## config.mk

```make
export PLATFORM = sky130hd
export DESIGN_NAME = demux4way32_buf
export DESIGN_NICKNAME = d
export VERILOG_FILES = /design/src/rtl/demux_pkg.sv /design/src/rtl/demux_slot32.sv /design/src/rtl/demux4way32_buf.sv
export SDC_FILE = /design/constraint.sdc
export NUM_CORES = 1
export LEC_CHECK = 0
export BUFFER_PORTS_ARGS = -buffer_cell sky130_fd_sc_hd__buf_2
export CAP_MARGIN = 0
export CELL_PAD_IN_SITES_DETAIL_PLACEMENT = 0
export CELL_PAD_IN_SITES_GLOBAL_PLACEMENT = 2
export CORE_ASPECT_RATIO = 2
export CORE_MARGIN = 2
export CORE_UTILIZATION = 27
export DETAILED_ROUTE_END_ITERATION = 16
export GPL_TIMING_DRIVEN = 0
export PLACE_DENSITY_LB_ADDON = 0.25
export RECOVER_POWER = 100
export SKIP_LAST_GASP = 1
export SLEW_MARGIN = 10
export SYNTH_ARGS = -nofsm -noshare
export SYNTH_HDL_FRONTEND = slang
export SYNTH_SLANG_ARGS = --single-unit
```

## constraint.sdc

```tcl
create_clock -name clk -period 3.8 [get_ports clk]
set_clock_uncertainty 0.1 [all_clocks]
set_input_delay 0.95 -clock clk [delete_from_list [all_inputs] [get_ports clk]]
set_output_delay 0.95 -clock clk [all_outputs]
set_load 0.02 [all_outputs]
```

## src/rtl/demux_pkg.sv

```systemverilog
// Shared constants for the 4-way 32-bit router slice.
package demux_pkg;

  localparam int unsigned NUM_CH = 4;
  localparam int unsigned SEL_W  = 2;

  typedef enum logic [SEL_W-1:0] {
    SEL_CH0 = 2'b00,
    SEL_CH1 = 2'b01,
    SEL_CH2 = 2'b10,
    SEL_CH3 = 2'b11
  } sel_e;

endpackage

```

## src/rtl/demux_slot32.sv

```systemverilog
// One-entry holding slot: a write always wins and leaves the slot full.
module demux_slot32 #(
  parameter int unsigned WIDTH = 32
) (
  input  logic             clk,
  input  logic             reset,
  input  logic             wr,
  input  logic [WIDTH-1:0] wr_data,
  input  logic             rd,
  output logic             full,
  output logic [WIDTH-1:0] data
);

  // A read of an empty slot is harmless; data is held after a read, not cleared.
  always_ff @(posedge clk) begin
    if (reset) begin
      full <= 1'b0;
      data <= '0;
    end else if (wr) begin
      full <= 1'b1;
      data <= wr_data;
    end else if (rd) begin
      full <= 1'b0;
    end
  end

endmodule

```

## src/rtl/demux4way32_buf.sv

```systemverilog
// Registered 1-to-4 router: select decode and in_ready mux over four holding slots.
module demux4way32_buf
  import demux_pkg::*;
#(
  parameter int unsigned WIDTH = 32
) (
  input  logic              clk,
  input  logic              reset,
  input  logic              in_valid,
  output logic              in_ready,
  input  logic [WIDTH-1:0]  in_data,
  input  logic [SEL_W-1:0]  in_sel,
  output logic [NUM_CH-1:0] out_valid,
  input  logic [NUM_CH-1:0] out_ready,
  output logic [WIDTH-1:0]  out_data0,
  output logic [WIDTH-1:0]  out_data1,
  output logic [WIDTH-1:0]  out_data2,
  output logic [WIDTH-1:0]  out_data3,
  output logic              busy,
  output logic              drop_err
);

  logic [NUM_CH-1:0] full;
  logic [NUM_CH-1:0] wr;
  logic [NUM_CH-1:0] rd;
  logic [WIDTH-1:0]  data [NUM_CH];
  logic              transfer;

  // Only the selected slot gates the producer, keeping words in order.
  always_comb begin
    in_ready = !reset && (!full[in_sel] || out_ready[in_sel]);
    transfer = in_valid && in_ready;
    wr       = '0;
    for (int unsigned k = 0; k < NUM_CH; k++) begin
      wr[k] = transfer && (in_sel == SEL_W'(k));
    end
    rd = full & out_ready;
  end

  for (genvar k = 0; k < NUM_CH; k++) begin : g_slot
    demux_slot32 #(.WIDTH(WIDTH)) u_slot (
      .clk     (clk),
      .reset   (reset),
      .wr      (wr[k]),
      .wr_data (in_data),
      .rd      (rd[k]),
      .full    (full[k]),
      .data    (data[k])
    );
  end

  assign out_valid = full;
  assign busy      = |full;
  assign out_data0 = data[0];
  assign out_data1 = data[1];
  assign out_data2 = data[2];
  assign out_data3 = data[3];

`ifdef SYNTHESIS
  assign drop_err = 1'b0;
`else
  // Simulation-only trap for an undriven select while a word is offered.
  always_ff @(posedge clk) begin
    if (reset) begin
      drop_err <= 1'b0;
    end else if (in_valid && $isunknown(in_sel)) begin
      drop_err <= 1'b1;
    end
  end
`endif

endmodule

```

==> flow_results.xml <==
<?xml version="1.0" encoding="UTF-8"?>
<metrics>
  <group name="synth">
    <metric name="ys_top_cells_by_area" unit="">sky130_fd_sc_hd__dfxtp_1 46%, sky130_fd_sc_hd__nand4_1 14%, sky130_fd_sc_hd__o31ai_1 8.4%, sky130_fd_sc_hd__a21oi_1 5.9%, sky130_fd_sc_hd__o311ai_0 5.5%</metric>
    <metric name="synth-seq-area-share" unit="">0.462</metric>
    <metric name="syn_avg_cell_area" unit="um2">8.84</metric>
    <metric name="synth_seq_cells" unit="">132</metric>
    <metric name="ys_types" unit="">28</metric>
    <metric name="postSynthNetCount" unit="">688</metric>
    <metric name="post_synth_inst_count" unit="">647</metric>
    <metric name="synth_top_flop_cell" unit="">sky130_fd_sc_hd__dfxtp_1</metric>
    <metric name="synthArstFlopShare" unit="">0</metric>
    <metric name="synth_top_cell_by_area" unit="">sky130_fd_sc_hd__dfxtp_1</metric>
    <metric name="yosysWarningCount" unit="">0</metric>
    <metric name="synth_area" unit="mm2">0.00572</metric>
    <metric name="synth-edff-count" unit="">0</metric>
    <metric name="synth_top_area_share" unit="">0.462</metric>
  </group>
  <group name="global_routing">
    <metric name="congestion_overflow_gr" unit="">0</metric>
    <metric name="grt_use_total" unit="">0.227</metric>
    <metric name="grt_first_pass_wirelength" unit="um">38000</metric>
    <metric name="grt_antenna_before_repair" unit="">0</metric>
    <metric name="grt_pass1_vias" unit="">6297</metric>
    <metric name="pin_count_of_the_biggest_net_entering_global_routing" unit="">17</metric>
  </group>
  <group name="detailed_routing">
    <metric name="post_drt_wl_per_cell" unit="um">23.0</metric>
    <metric name="drc" unit="">0</metric>
    <metric name="num_vias" unit="">6329</metric>
    <metric name="drt_wl_total" unit="um">25700</metric>
    <metric name="drt-vias-per-instance" unit="">5.65</metric>
    <metric name="antenna_violating_nets_post_route" unit="">0</metric>
    <metric name="drt_first_pass_iters" unit="">5</metric>
    <metric name="drtIter0Drc" unit="">511</metric>
  </group>
  <group name="pwr">
    <metric name="power.density" unit="mW/mm2">496</metric>
    <metric name="combinationalPowerShare" unit="">0.099</metric>
    <metric name="report.power.total" unit="uW">3630</metric>
    <metric name="switchingPower" unit="uW">929</metric>
    <metric name="max-vdd-ir-drop" unit="mV">0.236</metric>
    <metric name="power.static_leakage" unit="uW">0.00263</metric>
    <metric name="power.clock.fraction" unit="">0.502</metric>
    <metric name="sequentialPowerShare" unit="">0.400</metric>
    <metric name="internal_power_summed_over_all_cells" unit="uW">2700</metric>
    <metric name="netSwitchingFraction" unit="">0.256</metric>
  </group>
  <group name="floorplanning">
    <metric name="placementRows" unit="">75</metric>
    <metric name="core_region_area" unit="mm2">0.0209</metric>
    <metric name="die_width" unit="um">107</metric>
    <metric name="die-height" unit="um">210</metric>
    <metric name="start_util" unit="">0.273</metric>
    <metric name="num_io_pins" unit="">176</metric>
    <metric name="die_area" unit="mm2">0.0224</metric>
  </group>
  <group name="place">
    <metric name="place.gp.congestion" unit="">0.830</metric>
    <metric name="io_buffers" unit="">172</metric>
    <metric name="post-dp-hpwl" unit="um">19500</metric>
    <metric name="cells_after_dpl" unit="">1088</metric>
  </group>
  <group name="finish">
    <metric name="area_growth_syn_to_layout" unit="%">28.2</metric>
    <metric name="layout-drive-gt1-share" unit="">0.0999</metric>
    <metric name="finish.net_count" unit="">879</metric>
    <metric name="multi_input_area" unit="mm2">0.00256</metric>
    <metric name="final-seq-area" unit="mm2">0.00264</metric>
    <metric name="layoutNonFillerInstCount" unit="">1120</metric>
    <metric name="fill_cells" unit="">2286</metric>
    <metric name="antenna-diode-count" unit="">0</metric>
  </group>
  <group name="sta">
    <metric name="grt_setup_unrepaired" unit="">false</metric>
    <metric name="finalCriticalPeriod" unit="ns">3.52</metric>
    <metric name="maxSlewViolCount" unit="">0</metric>
    <metric name="timing_worst_slew_pin_value" unit="ns">0.988</metric>
    <metric name="post-route-period-util" unit="">0.926</metric>
    <metric name="achievable-frequency" unit="GHz">0.284</metric>
    <metric name="slew_headroom" unit="">0.340</metric>
    <metric name="final.setup.tns" unit="ns">0</metric>
    <metric name="count_of_endpoints_failing_hold_in_the_final_timing_report" unit="">0</metric>
    <metric name="setup_viol_count_final" unit="">0</metric>
  </group>
  <group name="setup_path">
    <metric name="critPathKind" unit="">in -&gt; out</metric>
    <metric name="series_of_cell_instances_along_the_critical_path" unit="">clkbuf_1 &gt; nor2b_1 &gt; mux4_2 &gt; nor2_1 &gt; clkbuf_1</metric>
    <metric name="cp_data_arrival_time" unit="ns">2.47</metric>
    <metric name="worst_path_max_delay_cell" unit="">sky130_fd_sc_hd__nor2b_1</metric>
    <metric name="end_kind" unit="">primary output</metric>
    <metric name="timing.critical_path.from_type" unit="">input pin</metric>
    <metric name="cpPeakStageDelay" unit="ns">0.76</metric>
    <metric name="cpMostUsedCell" unit="">sky130_fd_sc_hd__clkbuf_1</metric>
    <metric name="worstPathMaxFanout" unit="">6</metric>
    <metric name="timing.critical_path.required" unit="ns">2.75</metric>
  </group>
  <group name="hold_path">
    <metric name="min-delay-path-class" unit="">reg -&gt; reg</metric>
  </group>
  <group name="cts">
    <metric name="worst_setup_hold_path_clk_slew" unit="ns">0.06</metric>
    <metric name="post_cts_buffers" unit="">0</metric>
    <metric name="clk_latency" unit="ns">0.43</metric>
    <metric name="ctsRootBufferMaster" unit="">sky130_fd_sc_hd__clkbuf_16</metric>
    <metric name="cts_tree" unit="">yes</metric>
    <metric name="clock_tree.htree_level_count" unit="">4</metric>
    <metric name="cts-buffers-inserted" unit="">17</metric>
    <metric name="post_cts_resized" unit="">0</metric>
    <metric name="cts_sinks" unit="">132</metric>
    <metric name="cts-root-to-sink-buffers" unit="">2</metric>
    <metric name="cts_stage_hold_buffer_count" unit="">0</metric>
  </group>
  <group name="outcome">
    <metric name="status" unit="">complete, no violations</metric>
  </group>
  <group name="run">
    <metric name="drv_cap" unit="">0</metric>
  </group>
</metrics>
==> layer usage <==
layer | vias to the layer above | part of all wire | routed length [um] | track usage
li1 | 2915 | - | - | -
met1 | 3047 | 0.37 | 9490 | 0.248
met2 | 308 | 0.54 | 13800 | 0.414
met3 | 59 | 0.055 | 1400 | 0.0391
met4 | 0 | 0.040 | 1040 | 0.113
met5 | - | 0 | 0 | 0
==> power by group through the flow <==
stage / clock network (uW) / logic [uW] / registers [uW]
after floorplan: 0 / 160 / 1520
after global placement: 0 / 369 / 1480
after detailed placement: 0 / 375 / 1480
after CTS: 1850 / 376 / 1450
after global routing: 1900 / 382 / 1460
final: 1820 / 358 / 1450
==> final cells by class <==
cell class              count  share of cell area
well taps                 269              0.0459
repair buffers            172              0.0937
plain buffers             104              0.0608
flip-flops and latches    132               0.361
clock inverters            10              0.0242
inverters                   3             0.00154
multi-input cells         408               0.350
clock buffers              22              0.0634
==> flip-flops by register name, summed over array words and instances, names as in the netlist <==
name	flops
g_slot.u_slot.data	128
g_slot.u_slot.full	4
==> cells by family (layout without fill, tap and decap cells) <==
group / after synthesis / in the layout / share of synthesized area
and+or+nand+nor: 210 / 210 / 0.202
DFF: 132 / 132 / 0.462
buffers and inverters: 107 / 311 / 0.0869
muxes: 1 / 1 / 0.00394
AOI/OAI and AO/OA: 196 / 196 / 0.244
other: 1 / 1 / 0.000656
==> stage by stage <==
stage	hold slack [ns]	area [um2]	utilization	setup slack, ns
floorplan	0.442	5720	-	0.829
global placement	0.355	6910	0.330	0.426
CTS	0.362	7560	0.361	0.384
finish	0.372	7330	0.350	0.280
global route	0.384	7330	0.350	0.272
detailed placement	0.355	6910	0.330	0.390
==> critical path: cells and delay by family <==
family | cells | cell delay, ns
and+or+nand+nor | 2 | 0.81
buffers and inverters | 2 | 0.28
muxes | 1 | 0.41
==> cells in the final DEF, fill, tap and decap left out <==
master	synthesis	routed
sky130_fd_sc_hd__a21oi_1	67	67
sky130_fd_sc_hd__a31oi_1	1	1
sky130_fd_sc_hd__and3b_1	1	1
sky130_fd_sc_hd__buf_1	9	9
sky130_fd_sc_hd__buf_2	16	47
sky130_fd_sc_hd__buf_4	6	6
sky130_fd_sc_hd__buf_6	7	2
sky130_fd_sc_hd__bufinv_16	0	5
sky130_fd_sc_hd__clkbuf_1	66	215
sky130_fd_sc_hd__clkbuf_16	0	17
sky130_fd_sc_hd__clkbuf_8	0	2
sky130_fd_sc_hd__clkinv_1	1	1
sky130_fd_sc_hd__clkinv_2	0	4
sky130_fd_sc_hd__clkinvlp_4	0	1
sky130_fd_sc_hd__conb_1	1	1
sky130_fd_sc_hd__dfxtp_1	132	132
sky130_fd_sc_hd__inv_1	1	2
sky130_fd_sc_hd__mux4_2	1	1
sky130_fd_sc_hd__nand2_1	64	64
sky130_fd_sc_hd__nand2b_1	4	4
sky130_fd_sc_hd__nand3_1	3	3
sky130_fd_sc_hd__nand3b_1	1	1
sky130_fd_sc_hd__nand4_1	128	128
sky130_fd_sc_hd__nor2_1	2	2
sky130_fd_sc_hd__nor2b_1	4	4
sky130_fd_sc_hd__nor3b_1	1	1
sky130_fd_sc_hd__o311ai_0	36	64
sky130_fd_sc_hd__o31ai_1	64	64
sky130_fd_sc_hd__or3b_1	1	1
sky130_fd_sc_hd__or4_1	1	1
==> synth_stat cells, types with 2 or more instances <==
library cell,n
sky130_fd_sc_hd__dfxtp_1,132
sky130_fd_sc_hd__nand4_1,128
sky130_fd_sc_hd__a21oi_1,67
sky130_fd_sc_hd__clkbuf_1,66
sky130_fd_sc_hd__nand2_1,64
sky130_fd_sc_hd__o31ai_1,64
sky130_fd_sc_hd__o311ai_0,36
sky130_fd_sc_hd__o311ai_1,26
sky130_fd_sc_hd__buf_2,16
sky130_fd_sc_hd__buf_1,9
sky130_fd_sc_hd__buf_6,7
sky130_fd_sc_hd__buf_4,6
sky130_fd_sc_hd__nand2b_1,4
sky130_fd_sc_hd__nor2b_1,4
sky130_fd_sc_hd__nand3_1,3
sky130_fd_sc_hd__nor2_1,2
sky130_fd_sc_hd__o311ai_2,2
==> path summary, 6_finish.rpt <==
kind / startpoint / endpoint / slack (ns) / depth (start not counted)
setup / recovery: out_ready[0] / in_ready / 0.28 / 5
hold / removal: g_slot[2].u_slot.data[6]$_SDFFE_PP0P_ / g_slot[2].u_slot.data[6]$_SDFFE_PP0P_ / 0.37 / 2
setup reg to reg: g_slot[0].u_slot.full$_SDFFE_PP0P_ / g_slot[0].u_slot.data[12]$_SDFFE_PP0P_ / 1.75 / 4
hold reg to reg: g_slot[2].u_slot.data[6]$_SDFFE_PP0P_ / g_slot[2].u_slot.data[6]$_SDFFE_PP0P_ / 0.37 / 2
(Power assumes the default switching activity.)
